**config.mk**
```make
export PLATFORM = sky130hd
export DESIGN_NAME = i2s_dac_tx
export DESIGN_NICKNAME = d
export VERILOG_FILES = /design/src/rtl/i2s_pkg.sv /design/src/rtl/i2s_tx_lane.sv /design/src/rtl/i2s_dac_tx.sv
export SDC_FILE = /design/constraint.sdc
export NUM_CORES = 1
export LEC_CHECK = 0
export BUFFER_PORTS_ARGS = -buffer_cell sky130_fd_sc_hd__buf_2
export CORE_AREA = 2 2 196 198
export DETAILED_ROUTE_END_ITERATION = 7
export DIE_AREA = 0 0 198 200
export PLACE_DENSITY_LB_ADDON = 0.08
export REMOVE_ABC_BUFFERS = 1
export SLEW_MARGIN = 20
export SYNTH_ARGS = -nofsm -noshare
export SYNTH_HDL_FRONTEND = slang
export SYNTH_SLANG_ARGS = --single-unit
```
**constraint.sdc**
```tcl
create_clock -name sck -period 2.2 [get_ports sck]
set_input_delay 0.33 -clock sck [delete_from_list [all_inputs] [get_ports sck]]
set_output_delay 0.33 -clock sck [all_outputs]
set_load 0.03 [all_outputs]
```
**src/rtl/i2s_pkg.sv**
```systemverilog
// rtl/i2s_pkg.sv - shared constants, state type and slot helper for the I2S DAC transmitter
package i2s_pkg;

  localparam int SLOT_BITS      = 32;
  localparam int FRAME_SCK      = 64;
  localparam int BEAT_W         = 128;
  localparam int LANES_PER_BEAT = 4;

  typedef enum logic {
    IDLE = 1'b0,
    RUN  = 1'b1
  } state_t;

  // Counter values during which a lane presents data (one-bit I2S delay after ws falls).
  function automatic logic in_data_window(input logic [5:0] cnt);
    return (cnt != 6'd0) && (cnt <= 6'(SLOT_BITS));
  endfunction

endpackage

```
**src/rtl/i2s_tx_lane.sv**
```systemverilog
// rtl/i2s_tx_lane.sv - one serial lane: load/shift register driving a registered MSB-first bit
module i2s_tx_lane
  import i2s_pkg::*;
#(
  parameter int W = SLOT_BITS
) (
  input  logic         i_sck,
  input  logic         i_clr,
  input  logic         i_load,
  input  logic [W-1:0] i_load_data,
  input  logic         i_shift_en,
  output logic         o_sd
);

  logic [W-1:0] r_sr;
  logic         r_sd;

  always_ff @(posedge i_sck) begin
    if (i_clr) begin
      r_sr <= '0;
      r_sd <= 1'b0;
    end else if (i_load) begin
      r_sr <= i_load_data;
      r_sd <= 1'b0;
    end else if (i_shift_en) begin
      r_sd <= r_sr[W-1];
      r_sr <= {r_sr[W-2:0], 1'b0};
    end else begin
      r_sd <= 1'b0;
    end
  end

  assign o_sd = r_sd;

endmodule

```
**src/rtl/i2s_dac_tx.sv**
```systemverilog
// rtl/i2s_dac_tx.sv - eight-lane I2S transmitter fed by a 128-bit stream with a one-frame shadow buffer
module i2s_dac_tx
  import i2s_pkg::*;
#(
  parameter int NUM_LANES = 8,
  parameter int SAMPLE_W  = SLOT_BITS
) (
  input  logic                               sck,
  input  logic                               rst,
  input  logic                               start,
  input  logic [LANES_PER_BEAT*SAMPLE_W-1:0] S_AXIS_tdata,
  input  logic                               S_AXIS_tvalid,
  input  logic                               S_AXIS_tlast,
  output logic                               S_AXIS_tready,
  output logic                               ws,
  output logic [NUM_LANES-1:0]               sd,
  output logic                               underrun,
  output logic                               frame_err
);

  localparam int BEATS = NUM_LANES / LANES_PER_BEAT;
  localparam int BI_W  = (BEATS > 1) ? $clog2(BEATS) : 1;
  localparam int BW    = LANES_PER_BEAT * SAMPLE_W;

  state_t                      r_state;
  logic [5:0]                  r_cnt;
  logic                        r_ws;
  logic                        r_tready;
  logic                        r_underrun;
  logic                        r_frame_err;
  logic [BI_W-1:0]             r_beat;
  logic [NUM_LANES*SAMPLE_W-1:0] r_shadow;
  logic                        r_shadow_full;

  logic                        w_run_next;
  logic                        w_boundary;
  logic                        w_load;
  logic [5:0]                  w_cnt_next;
  logic                        w_shift_en;
  logic                        w_accept;
  logic                        w_last_beat;
  logic                        w_frame_err;
  logic                        w_frame_done;
  logic                        w_shadow_full_next;
  logic [NUM_LANES-1:0]        w_sd;

  assign w_run_next   = !rst && start;
  assign w_boundary   = w_run_next && ((r_state == IDLE) || (r_cnt == 6'(FRAME_SCK - 1)));
  assign w_load       = w_boundary && r_shadow_full;
  assign w_cnt_next   = (r_state == RUN) ? r_cnt + 6'd1 : 6'd0;
  assign w_shift_en   = w_run_next && in_data_window(w_cnt_next);
  assign w_accept     = S_AXIS_tvalid && r_tready;
  assign w_last_beat  = (r_beat == BI_W'(BEATS - 1));
  assign w_frame_err  = w_accept && (S_AXIS_tlast != w_last_beat);
  assign w_frame_done = w_accept && S_AXIS_tlast && w_last_beat;

  // tready is low while full, so a load and a completing frame never coincide.
  always_comb begin
    w_shadow_full_next = r_shadow_full;
    if (w_load) begin
      w_shadow_full_next = 1'b0;
    end else if (w_frame_done) begin
      w_shadow_full_next = 1'b1;
    end
  end

  always_ff @(posedge sck) begin
    if (!w_run_next) begin
      r_state       <= IDLE;
      r_cnt         <= '0;
      r_ws          <= 1'b0;
      r_tready      <= 1'b0;
      r_underrun    <= 1'b0;
      r_frame_err   <= 1'b0;
      r_beat        <= '0;
      r_shadow      <= '0;
      r_shadow_full <= 1'b0;
    end else begin
      r_state       <= RUN;
      r_cnt         <= w_cnt_next;
      r_ws          <= (w_cnt_next >= 6'(SLOT_BITS));
      r_tready      <= !w_shadow_full_next;
      r_underrun    <= w_boundary && !r_shadow_full;
      r_frame_err   <= w_frame_err;
      r_shadow_full <= w_shadow_full_next;
      if (w_frame_err || w_frame_done) begin
        r_beat <= '0;
      end else if (w_accept) begin
        r_beat <= r_beat + 1'b1;
      end
      if (w_accept && !w_frame_err) begin
        for (int b = 0; b < BEATS; b++) begin
          if (r_beat == BI_W'(b)) begin
            r_shadow[b*BW +: BW] <= S_AXIS_tdata;
          end
        end
      end
    end
  end

  for (genvar l = 0; l < NUM_LANES; l++) begin : g_lane
    i2s_tx_lane #(
      .W (SAMPLE_W)
    ) u_lane (
      .i_sck       (sck),
      .i_clr       (!w_run_next),
      .i_load      (w_boundary),
      .i_load_data (w_load ? r_shadow[l*SAMPLE_W +: SAMPLE_W] : {SAMPLE_W{1'b0}}),
      .i_shift_en  (w_shift_en),
      .o_sd        (w_sd[l])
    );
  end

  assign S_AXIS_tready = r_tready;
  assign ws            = r_ws;
  assign sd            = w_sd;
  assign underrun      = r_underrun;
  assign frame_err     = r_frame_err;

endmodule

```
==> results of run 1 <==
==> per-layer routing <==
metal	up-vias	track usage (%)	part of all wire, %
li1	8139	-	-
met1	7557	30.18	46
met2	275	41.46	48
met3	68	3.847	4.2
met4	0	6.210	2.1
met5	-	0	0
==> worst reg2reg max path, delay by kind of cell (launching register included) <==
kind / cells / cell delay (ns)
flip-flops: 1 / 0.36
multiplexers: 1 / 0.15
AND/OR/NAND/NOR: 2 / 0.43
AO/OA/AOI/OAI: 3 / 0.65
buffers and inverters: 4 / 0.71
==> Yosys cell counts <==
library cell / number
nor2b_1: 1
clkbuf_1: 138
and4_1: 1
dfxtp_1: 533
nor2_1: 8
nand2_1: 769
nor3_1: 5
buf_4: 9
o21ai_2: 1
o21ai_0: 29
xor2_1: 2
buf_6: 25
nor2_2: 1
nor4bb_1: 1
o311a_1: 1
and3_1: 10
xnor2_1: 3
ha_1: 1
and2_1: 2
o21ai_1: 220
inv_1: 1
nand4_1: 1
buf_1: 5
or3_1: 2
buf_2: 1
a2111oi_4: 1
nand2b_1: 2
nand3_1: 18
mux2i_1: 248
a21oi_1: 268
==> power breakdown <==
| part | internal (W) | switching, W | total, W |
|---|---|---|---|
| clock | 0.00545 | 0.00371 | 0.00916 |
| combinational | 0.000543 | 0.000507 | 0.00105 |
| sequential | 0.00967 | 0.0000154 | 0.00969 |
==> how the worst max path moves through the flow <==
| stage | end | cells after the start |
|---|---|---|
| 6_report | g_lane[0].u_lane.r_sr[8] | 10 |
| 5_1_grt | g_lane[1].u_lane.r_sr[20] | 10 |
| 4_1_cts | g_lane[1].u_lane.r_sr[27] | 10 |
| 3_5_place_dp | g_lane[7].u_lane.r_sr[6] | 9 |
| 3_3_place_gp | g_lane[2].u_lane.r_sr[6] | 9 |
| 2_1_floorplan | g_lane[0].u_lane.r_sr[29] | 7 |
==> timing repair <==
action | in CTS | in global routing
setup buffers | 9 | 2
hold endpoints to repair | 236 | 0
pin swaps | 3 | 8
hold buffers | 124 | 0
resized for setup | 33 | 51
setup endpoints to repair | 222 | 264
cloned | 9 | 9
==> kinds of logic (layout without fill, tap and decap cells) <==
| family | count (synthesis) | count (layout) | share of synthesized area (%) |
|---|---|---|---|
| simple gates | 821 | 821 | 15.92 |
| flops | 533 | 533 | 53.60 |
| compound gates | 520 | 520 | 13.23 |
| mux | 248 | 248 | 12.47 |
| buf+inv | 179 | 452 | 4.494 |
| xor+xnor | 5 | 5 | 0.2200 |
| fa+ha+maj | 1 | 1 | 0.06284 |
==> layout make-up <==
type	count	area, sq um	share of cell area [%]
well taps	511	639.4	2.561
clock inverters	19	195.2	0.7817
inverters	1	3.754	0.01503
multi-input cells	1595	8544	34.22
flip-flops and latches	533	10680	42.79
clock buffers	79	1589	6.364
repair buffers	353	3314	13.27
==> registers in the layout (all words and copies together), names as in the netlist <==
name                cells
g_lane.u_lane.o_sd      8
r_shadow              256
r_shadow_full           1
r_state                 1
underrun                1
frame_err               1
g_lane.u_lane.r_sr    256
r_beat                  1
S_AXIS_tready           1
ws                      1
r_cnt                   6
==> through the flow <==
step	util, %	std cells	power (W)	setup TNS [ns]	area (sq um)
floorplan	-	2129	0.01045	-3423.18	19020
global placement	56.66	2845	0.01063	-11.25	21190
detailed placement	56.66	2845	0.01063	-21.06	21190
CTS	65.97	3085	0.02002	-13.24	24670
global route	66.77	3091	0.02053	-48.46	24970
finish	66.77	3091	0.01989	-27.61	24970
==> results.sh, run 1 <==
export IMPL_outcome="finished, violations left"
export IMPL_violations="setup timing"
export IMPL_slew_violations=0
export IMPL_cts_sinks=533
export IMPL_hold_viol=0
export IMPL_cts_tree="done"
export IMPL_grt_overflow=0
export IMPL_r2r_setup_slack_ns=-0.22
export IMPL_layout_nets=2672
export IMPL_crit_fanout=12
export IMPL_remaining_drc_errors=0
export IMPL_dp_hpwl_microns=26100
export IMPL_num_rows=71
export IMPL_maxCapViolations=0
export IMPL_cp_cell_sequence="buf_6 -> nand3_4 -> or3_4 -> a2111oi_4 -> o21ai_4 -> buf_8 -> buf_12 -> bufbuf_16 -> mux2i_1 -> o21ai_1"
export IMPL_core_sq_mm=0.03740
export IMPL_clk_pin_slew_worst_paths_ns=0.06
export IMPL_dp_slack_ns=-0.1705
export IMPL_min_delay_start="S_AXIS_tdata[22]"
export IMPL_fin_skew_ns=0.01748
export IMPL_avgSynthCellArea_sq_um=8.629
export IMPL_arrival_ns=2.90
export IMPL_setup_violations=230
export IMPL_nFillCells=3113
export IMPL_cts_made_buffers=54
export IMPL_synth_area_sq_mm=0.01991
export IMPL_rr_worst_depth=10
export IMPL_yosysUniqueCellTypes=30
export IMPL_critPathMaxStageDelay_ns=0.45
export IMPL_clk_latency_ns=0.59
export IMPL_ys_seq_area_share_pct=53.60
export IMPL_powerDensity_mw_per_mm2=796.7
export IMPL_final_antenna_net_count=0
export IMPL_synth_warnings=0
export IMPL_cts_root_buffer="clkbuf_16"
export IMPL_n_antenna_cell=0
export IMPL_final_cell_mix="nand2_1 (768), dfxtp_1 (528), a21oi_1 (268), o21ai_1 (237), mux2i_1 (232)"
export IMPL_htreeDepth=2
export IMPL_leakagePower_nw=9.569
export IMPL_worst_pin_slew_ns=0.7549
export IMPL_die_h_microns=200
export IMPL_first_iter_violations=842
export IMPL_synthToLayoutAreaGrowth_pct=25.44
export IMPL_fmax_mhz=413.0
export IMPL_clk_path_buf_depth=3
export IMPL_startpoint="r_cnt[0]"
export IMPL_min_path_type="in2reg"
export IMPL_timing_final_crit_share_pct=110.1
export IMPL_hold_slack_ns=0.02937
export IMPL_num_io_pins=145
export IMPL_numPortBuffers=144
export IMPL_die_area_sq_mm=0.03960
export IMPL_ir_drop_mv=0.5615
export IMPL_grt_usage_pct=23.57
export IMPL_synth_area_leaders="dfxtp_1 (54%), nand2_1 (15%), mux2i_1 (12%), a21oi_1 (6.7%), o21ai_1 (5.5%)"
export IMPL_yosysTopAreaCell="dfxtp_1"
export IMPL_yosys_area_top_type_share_pct=53.60
export IMPL_ys_seq_elements=533
export IMPL_drive_gt1_share_pct=13.68
export IMPL_rsz0062_at_grt="yes"
export IMPL_path_buf_inv=4
export IMPL_relSlewSlack_pct=49.68
export IMPL_hold_path_end="r_shadow[150]"
export IMPL_postSynthCellCount=2307
export IMPL_grt_pass1_vias=15800
export IMPL_period_needed_ns=2.421
export IMPL_antenna_found_initial=0
export IMPL_worstReg2RegStart="r_cnt[0]"
export IMPL_die_x_microns=198
export IMPL_firstDrtPassIters=5
export IMPL_grt_pass1_wl_microns=76550
export IMPL_layout_cells_most_common="nand2_1"
export IMPL_viasPerCell=5.189
export IMPL_rr_endpoint="g_lane[0].u_lane.r_sr[8]"
export IMPL_wl_per_cell_microns=15.34
export IMPL_startpoint_type="flop"
export IMPL_drt_wl_total_microns=47410
export IMPL_fin_ws_ns=-0.2212
export IMPL_initial_core_util_pct=53.23
export IMPL_end_kind="flop"
export IMPL_crit_family="buffers and inverters"
export IMPL_routabilityCongestion=0.7441
export IMPL_hold_path_depth=3
export IMPL_via_count=16040
export IMPL_slowest_stage="a2111oi_4"
export IMPL_criticalPathCategory="reg2reg"
export IMPL_cp_required_ns=2.67
export IMPL_grt_start_max_net_pins=130
Power figures use the tool's default switching activity.
==> run 2, diff against run 1 <==
BUFFER_PORTS_ARGS = -buffer_cell sky130_fd_sc_hd__clkbuf_2   (was -buffer_cell sky130_fd_sc_hd__buf_2)
==> run 2 against run 1 <==
The flow still finishes with violations (setup timing). Combinational power about the same. Non-clock buffer count decreased by 6. Sequential share of layout area increased by 0.20 points. Critical path depth unchanged. Clock skew decreased by 0.010 ns. Global-route usage decreased by 0.21 points. Cell count decreased by 0.23%. Worst setup slack improved by 0.086 ns. Die area unchanged. Count of clock-buffer cells in the layout decreased by 2. Design area decreased by 0.45%. Largest power group unchanged.
==> results.sh, run 2 (synthesized netlist as in run 1, its figures left out) <==
export IMPL_outcome="finished, violations left"
export IMPL_violations="setup timing"
export IMPL_viasPerCell=5.189
export IMPL_layout_nets=2665
export IMPL_num_io_pins=145
export IMPL_final_util_pct=66.47
export IMPL_antenna_found_initial=2
export IMPL_power_w=0.01962
export IMPL_drt_wl_total_microns=47190
export IMPL_multi_input_area_sq_mm=0.008531
export IMPL_ir_drop_mv=0.6061
export IMPL_grt_pass1_wl_microns=76010
export IMPL_layout_cells_most_common="nand2_1"
export IMPL_grt_overflow=0
export IMPL_num_rows=71
export IMPL_worst_pin_slew_ns=0.6927
export IMPL_routabilityCongestion=0.7461
export IMPL_final_area_sq_mm=0.02486
export IMPL_final_antenna_net_count=0
export IMPL_cp_cell_sequence="ha_4 -> and4_1 -> nor3_4 -> o311a_1 -> o21ai_4 -> buf_12 -> clkbuf_16 -> clkbuf_16 -> mux2i_1 -> o21ai_1"
export IMPL_dp_cells=2847
export IMPL_die_h_microns=200
export IMPL_setup_violations=228
export IMPL_period_needed_ns=2.335
export IMPL_fmax_mhz=428.2
export IMPL_clk_latency_ns=0.58
export IMPL_synthToLayoutAreaGrowth_pct=24.88
export IMPL_rsz0062_at_grt="yes"
export IMPL_crit_top_cell="clkbuf_16"
export IMPL_powerDensity_mw_per_mm2=789.2
export IMPL_place_area_sq_mm=0.02118
export IMPL_leakagePower_nw=9.557
export IMPL_remaining_drc_errors=0
export IMPL_dp_slack_ns=-0.1484
export IMPL_dp_hpwl_microns=26280
export IMPL_grt_start_max_net_pins=130
export IMPL_startpoint_type="flop"
export IMPL_final_cell_mix="nand2_1 (768), dfxtp_1 (528), a21oi_1 (268), mux2i_1 (236), o21ai_1 (230)"
export IMPL_cts_tree="done"
export IMPL_relSlewSlack_pct=53.82
export IMPL_slowest_stage="dfxtp_4"
export IMPL_die_x_microns=198
export IMPL_slew_violations=0
export IMPL_initial_core_util_pct=53.23
export IMPL_min_path_type="in2reg"
export IMPL_critPathMaxStageDelay_ns=0.37
export IMPL_end_kind="flop"
export IMPL_die_area_sq_mm=0.03960
export IMPL_cts_root_buffer="clkbuf_16"
export IMPL_numPortBuffers=144
export IMPL_grt_usage_pct=23.36
export IMPL_nFillCells=3141
export IMPL_core_sq_mm=0.03740
export IMPL_crit_fanout=8
export IMPL_fin_ws_ns=-0.1353
export IMPL_grt_pass1_vias=15780
export IMPL_drive_gt1_share_pct=13.81
export IMPL_timing_final_crit_share_pct=106.2
export IMPL_instances_no_fill=3084
export IMPL_arrival_ns=2.79
export IMPL_firstDrtPassIters=5
export IMPL_maxCapViolations=0
export IMPL_wl_per_cell_microns=15.30
export IMPL_clk_pin_slew_worst_paths_ns=0.06
export IMPL_via_count=16000
export IMPL_clk_path_buf_depth=3
export IMPL_seq_area_sq_mm=0.01069
export IMPL_first_iter_violations=844
export IMPL_criticalPathCategory="reg2reg"
export IMPL_crit_family="compound AO/OA/AOI/OAI gates"
export IMPL_hold_viol=0
export IMPL_fin_skew_ns=0.007069
export IMPL_cts_made_buffers=53
export IMPL_path_buf_inv=3
export IMPL_htreeDepth=2
export IMPL_cp_required_ns=2.65
export IMPL_cts_sinks=533
[run 2: cell count changes in the layout (fill, tap and decap cells not counted), sizes merged]
cell,previous run,this run
buf,217,74
clkbuf,87,235
clkinv,15,13
dlygate4sd3,124,115
diode,0,2
bufinv,4,2
clkinvlp,0,3
bufbuf,4,0
[run 2: area by class of cell]
cell class | count | area share [%]
clock inverter | 18 | 0.5939
tap | 511 | 2.572
antenna | 2 | 0.02013
clock buffer | 77 | 6.382
multi-input combinational | 1595 | 34.32
timing repair buffer | 347 | 13.11
sequential | 533 | 42.99
inverter | 1 | 0.01510
[run 2: through the flow]
stage	hold slack (ns)	TNS (ns)
2_1_floorplan	0.4249	-3423.18
4_1_cts	0.0005133	-1.294
3_5_place_dp	0.4371	-19.21
5_1_grt	0.01848	-40.01
3_3_place_gp	0.4332	-3.543
6_report	0.01994	-16.37
[run 2: power breakdown]
group          internal (W)  switching (W)  total (W)
Sequential          0.00967      0.0000151    0.00968
Clock               0.00521        0.00369    0.00890
Combinational      0.000525       0.000511    0.00104
Total                0.0154        0.00421     0.0196
[run 2: path summary, 6_finish.rpt]
check	from	end	slack, ns	cells past startpoint
worst min-delay path	S_AXIS_tdata[120]	r_shadow[120]	0.02	3
worst min register to register	r_shadow[97]	g_lane[3].u_lane.r_sr[1]	0.45	2
worst max-delay path	r_cnt[0]	g_lane[2].u_lane.r_sr[24]	-0.14	10
worst max register to register	r_cnt[0]	g_lane[2].u_lane.r_sr[24]	-0.14	10
[run 2: worst reg2reg max path, stage by stage (launching register included)]
cell,delay (ns)
dfxtp_4,0.37
ha_4,0.15
and4_1,0.27
nor3_4,0.06
o311a_1,0.34
o21ai_4,0.19
buf_12,0.16
clkbuf_16,0.21
clkbuf_16,0.17
mux2i_1,0.19
o21ai_1,0.09
[run 2: timing repair]
item / in CTS / in global routing
buffers inserted: 7 / 4
hold endpoints to repair: 225 / 0
pin swaps: 3 / 8
endpoints found under the setup margin: 244 / 261
gates resized for setup: 35 / 52
hold buffers: 115 / 0
gates cloned: 1 / 16
[run 2: per-layer routing]
layer  track usage (%)  part of all wire (%)  vias to the layer above  wire, microns
met5                 0                     0                        -              0
met4             7.602                   2.2                        0           1060
met3             3.007                   3.5                       72           1673
met2             41.43                    48                      260          22690
met1             29.59                    46                     7552          21770
li1                  -                     -                     8119              -
==> run 3, diff against run 2 <==
REMOVE_ABC_BUFFERS = default   (was 1)
==> run 3 against run 2 <==
The flow still finishes with violations (setup timing). Non-clock buffer count grew 7. Combinational power rose by 5%. Sequential cell count unchanged. Power increased by 1.4%. Cell count grew 0.39%. Core utilization rose by 0.56 points. Critical path depth unchanged. Critical endpoint is now g_lane[3].u_lane.r_sr[26].
==> results.sh, run 3 (synthesized netlist as in run 1, its figures left out) <==
export IMPL_cp_required_ns=2.66
export IMPL_die_area_sq_mm=0.03960
export IMPL_slew_violations=0
export IMPL_cp_cell_sequence="nand2_1 -> or3_4 -> a2111oi_4 -> o21ai_4 -> buf_12 -> buf_12 -> buf_12 -> clkbuf_16 -> mux2i_1 -> o21ai_1"
export IMPL_final_antenna_net_count=0
export IMPL_wl_met1_microns=22680
export IMPL_hold_slack_ns=0.02393
export IMPL_first_iter_violations=864
export IMPL_via_count=16300
export IMPL_dp_slack_ns=-0.2072
export IMPL_min_path_type="in2reg"
export IMPL_die_x_microns=198
export IMPL_seq_area_sq_mm=0.01068
export IMPL_grt_pass1_vias=15650
export IMPL_nFillCells=3047
export IMPL_rsz0062_at_grt="yes"
export IMPL_powerDensity_mw_per_mm2=793.9
export IMPL_cts_root_buffer="clkbuf_16"
export IMPL_numPortBuffers=144
export IMPL_worst_pin_slew_ns=0.9952
export IMPL_num_io_pins=145
export IMPL_leakagePower_nw=9.671
export IMPL_fin_skew_ns=0.01303
export IMPL_end_kind="flop"
export IMPL_crit_fanout=6
export IMPL_clk_path_buf_depth=3
export IMPL_syn_num_nets=2441
export IMPL_layout_nets=2672
export IMPL_firstDrtPassIters=5
export IMPL_fin_ws_ns=-0.1706
export IMPL_top_layer="met5"
export IMPL_crit_top_cell="buf_12"
export IMPL_timing_final_crit_share_pct=107.8
export IMPL_setup_violations=244
export IMPL_grt_start_max_net_pins=106
export IMPL_routabilityCongestion=0.8197
export IMPL_die_h_microns=200
export IMPL_grt_usage_pct=24.49
export IMPL_arrival_ns=2.83
export IMPL_clk_latency_ns=0.58
export IMPL_relSlewSlack_pct=33.65
export IMPL_dr_wl_met3_microns=2291
export IMPL_drive_gt1_share_pct=13.86
export IMPL_layout_cells_most_common="nand2_1"
export IMPL_final_cell_mix="nand2_1 (768), dfxtp_1 (528), a21oi_1 (268), mux2i_1 (237), o21ai_1 (221)"
export IMPL_fmax_mhz=421.8
export IMPL_hold_viol=0
export IMPL_startpoint_type="flop"
export IMPL_cts_made_buffers=53
export IMPL_antenna_found_initial=3
export IMPL_cts_sinks=533
export IMPL_instances_no_fill=3096
export IMPL_grt_pass1_wl_microns=78960
export IMPL_synthToLayoutAreaGrowth_pct=25.92
export IMPL_place_area_sq_mm=0.02117
export IMPL_grt_overflow=0
export IMPL_dp_hpwl_microns=27520
export IMPL_wl_per_cell_microns=16.00
export IMPL_maxCapViolations=0
export IMPL_remaining_drc_errors=0
export IMPL_slowest_stage="dfxtp_2"
export IMPL_multi_input_area_sq_mm=0.008524
export IMPL_met2WireLength_microns=23490
export IMPL_period_needed_ns=2.371
export IMPL_viasPerCell=5.266
export IMPL_drt_wl_total_microns=49550
export IMPL_cts_tree="done"
export IMPL_outcome="finished, violations left"
export IMPL_ir_drop_mv=0.6261
export IMPL_core_sq_mm=0.03740
export IMPL_violations="setup timing"
export IMPL_htreeDepth=2
export IMPL_dp_cells=2842
export IMPL_critPathMaxStageDelay_ns=0.41
export IMPL_initial_core_util_pct=53.23
export IMPL_criticalPathCategory="reg2reg"
export IMPL_clk_pin_slew_worst_paths_ns=0.06
export IMPL_num_rows=71
export IMPL_final_area_sq_mm=0.02507
==> run 3: cell types whose count changed in the layout (fill, tap and decap cells not counted), sizes merged <==
cell and change:
clkinv -1, clkinvlp -3, buf +10, bufinv +1, inv +1, clkbuf +4
==> run 3: cell type report <==
class                   count  share of cell area [%]
diodes                      2                 0.01997
clock buffers              84                   6.484
clock inverters            16                  0.6339
inverters                   1                 0.01497
multi-input cells        1595                   34.01
flip-flops and latches    533                   42.60
well taps                 511                   2.551
repair buffers            354                   13.69
==> run 3: critical path, delay by kind of cell (launching register included) <==
kind            cells  cell delay, ns
simple gates        2            0.51
buf+inv             4            0.57
mux                 1            0.15
compound gates      3            0.59
flops               1            0.41
==> run 3: power by group <==
| group | switching [W] | leakage (nW) | total (W) | internal [W] |
|---|---|---|---|---|
| combinational | 0.000535 | 4.49 | 0.00109 | 0.000553 |
| sequential | 0.0000148 | 4.30 | 0.00969 | 0.00967 |
| clock | 0.00372 | 0.890 | 0.00912 | 0.00541 |
==> run 3: metal layers <==
layer | global-route usage (%) | vias to the layer above
met4 | 7.352 | 2
met3 | 4.200 | 88
li1 | - | 8153
met2 | 41.54 | 301
met5 | 0 | -
met1 | 32.14 | 7760
==> run 3: worst paths after layout <==
| check | startpoint | end | slack [ns] | cells after the start |
|---|---|---|---|---|
| worst max-delay path | r_cnt[4] | g_lane[3].u_lane.r_sr[26] | -0.17 | 10 |
| worst min-delay path | S_AXIS_tdata[95] | r_shadow[95] | 0.02 | 3 |
| worst max register to register | r_cnt[4] | g_lane[3].u_lane.r_sr[26] | -0.17 | 10 |
| worst min register to register | r_shadow[250] | g_lane[7].u_lane.r_sr[26] | 0.44 | 2 |
==> run 3: stage by stage <==
stage / power [W] / setup TNS [ns] / util, %
6_report: 0.01990 / -19.79 / 67.02
5_1_grt: 0.02055 / -52.00 / 67.01
4_1_cts: 0.01997 / -23.38 / 65.77
3_5_place_dp: 0.01063 / -35.19 / 56.60
3_3_place_gp: 0.01062 / -14.05 / 56.60
2_1_floorplan: 0.01032 / 0 / -
==> run 3: timing repair <==
| item | CTS | global route |
|---|---|---|
| endpoints found under the hold margin | 216 | 0 |
| resized for setup | 40 | 32 |
| pin swaps | 4 | 10 |
| gates cloned | 8 | 13 |
| setup endpoints to repair | 254 | 254 |
| buffers inserted | 11 | 9 |
| hold buffers | 115 | 0 |
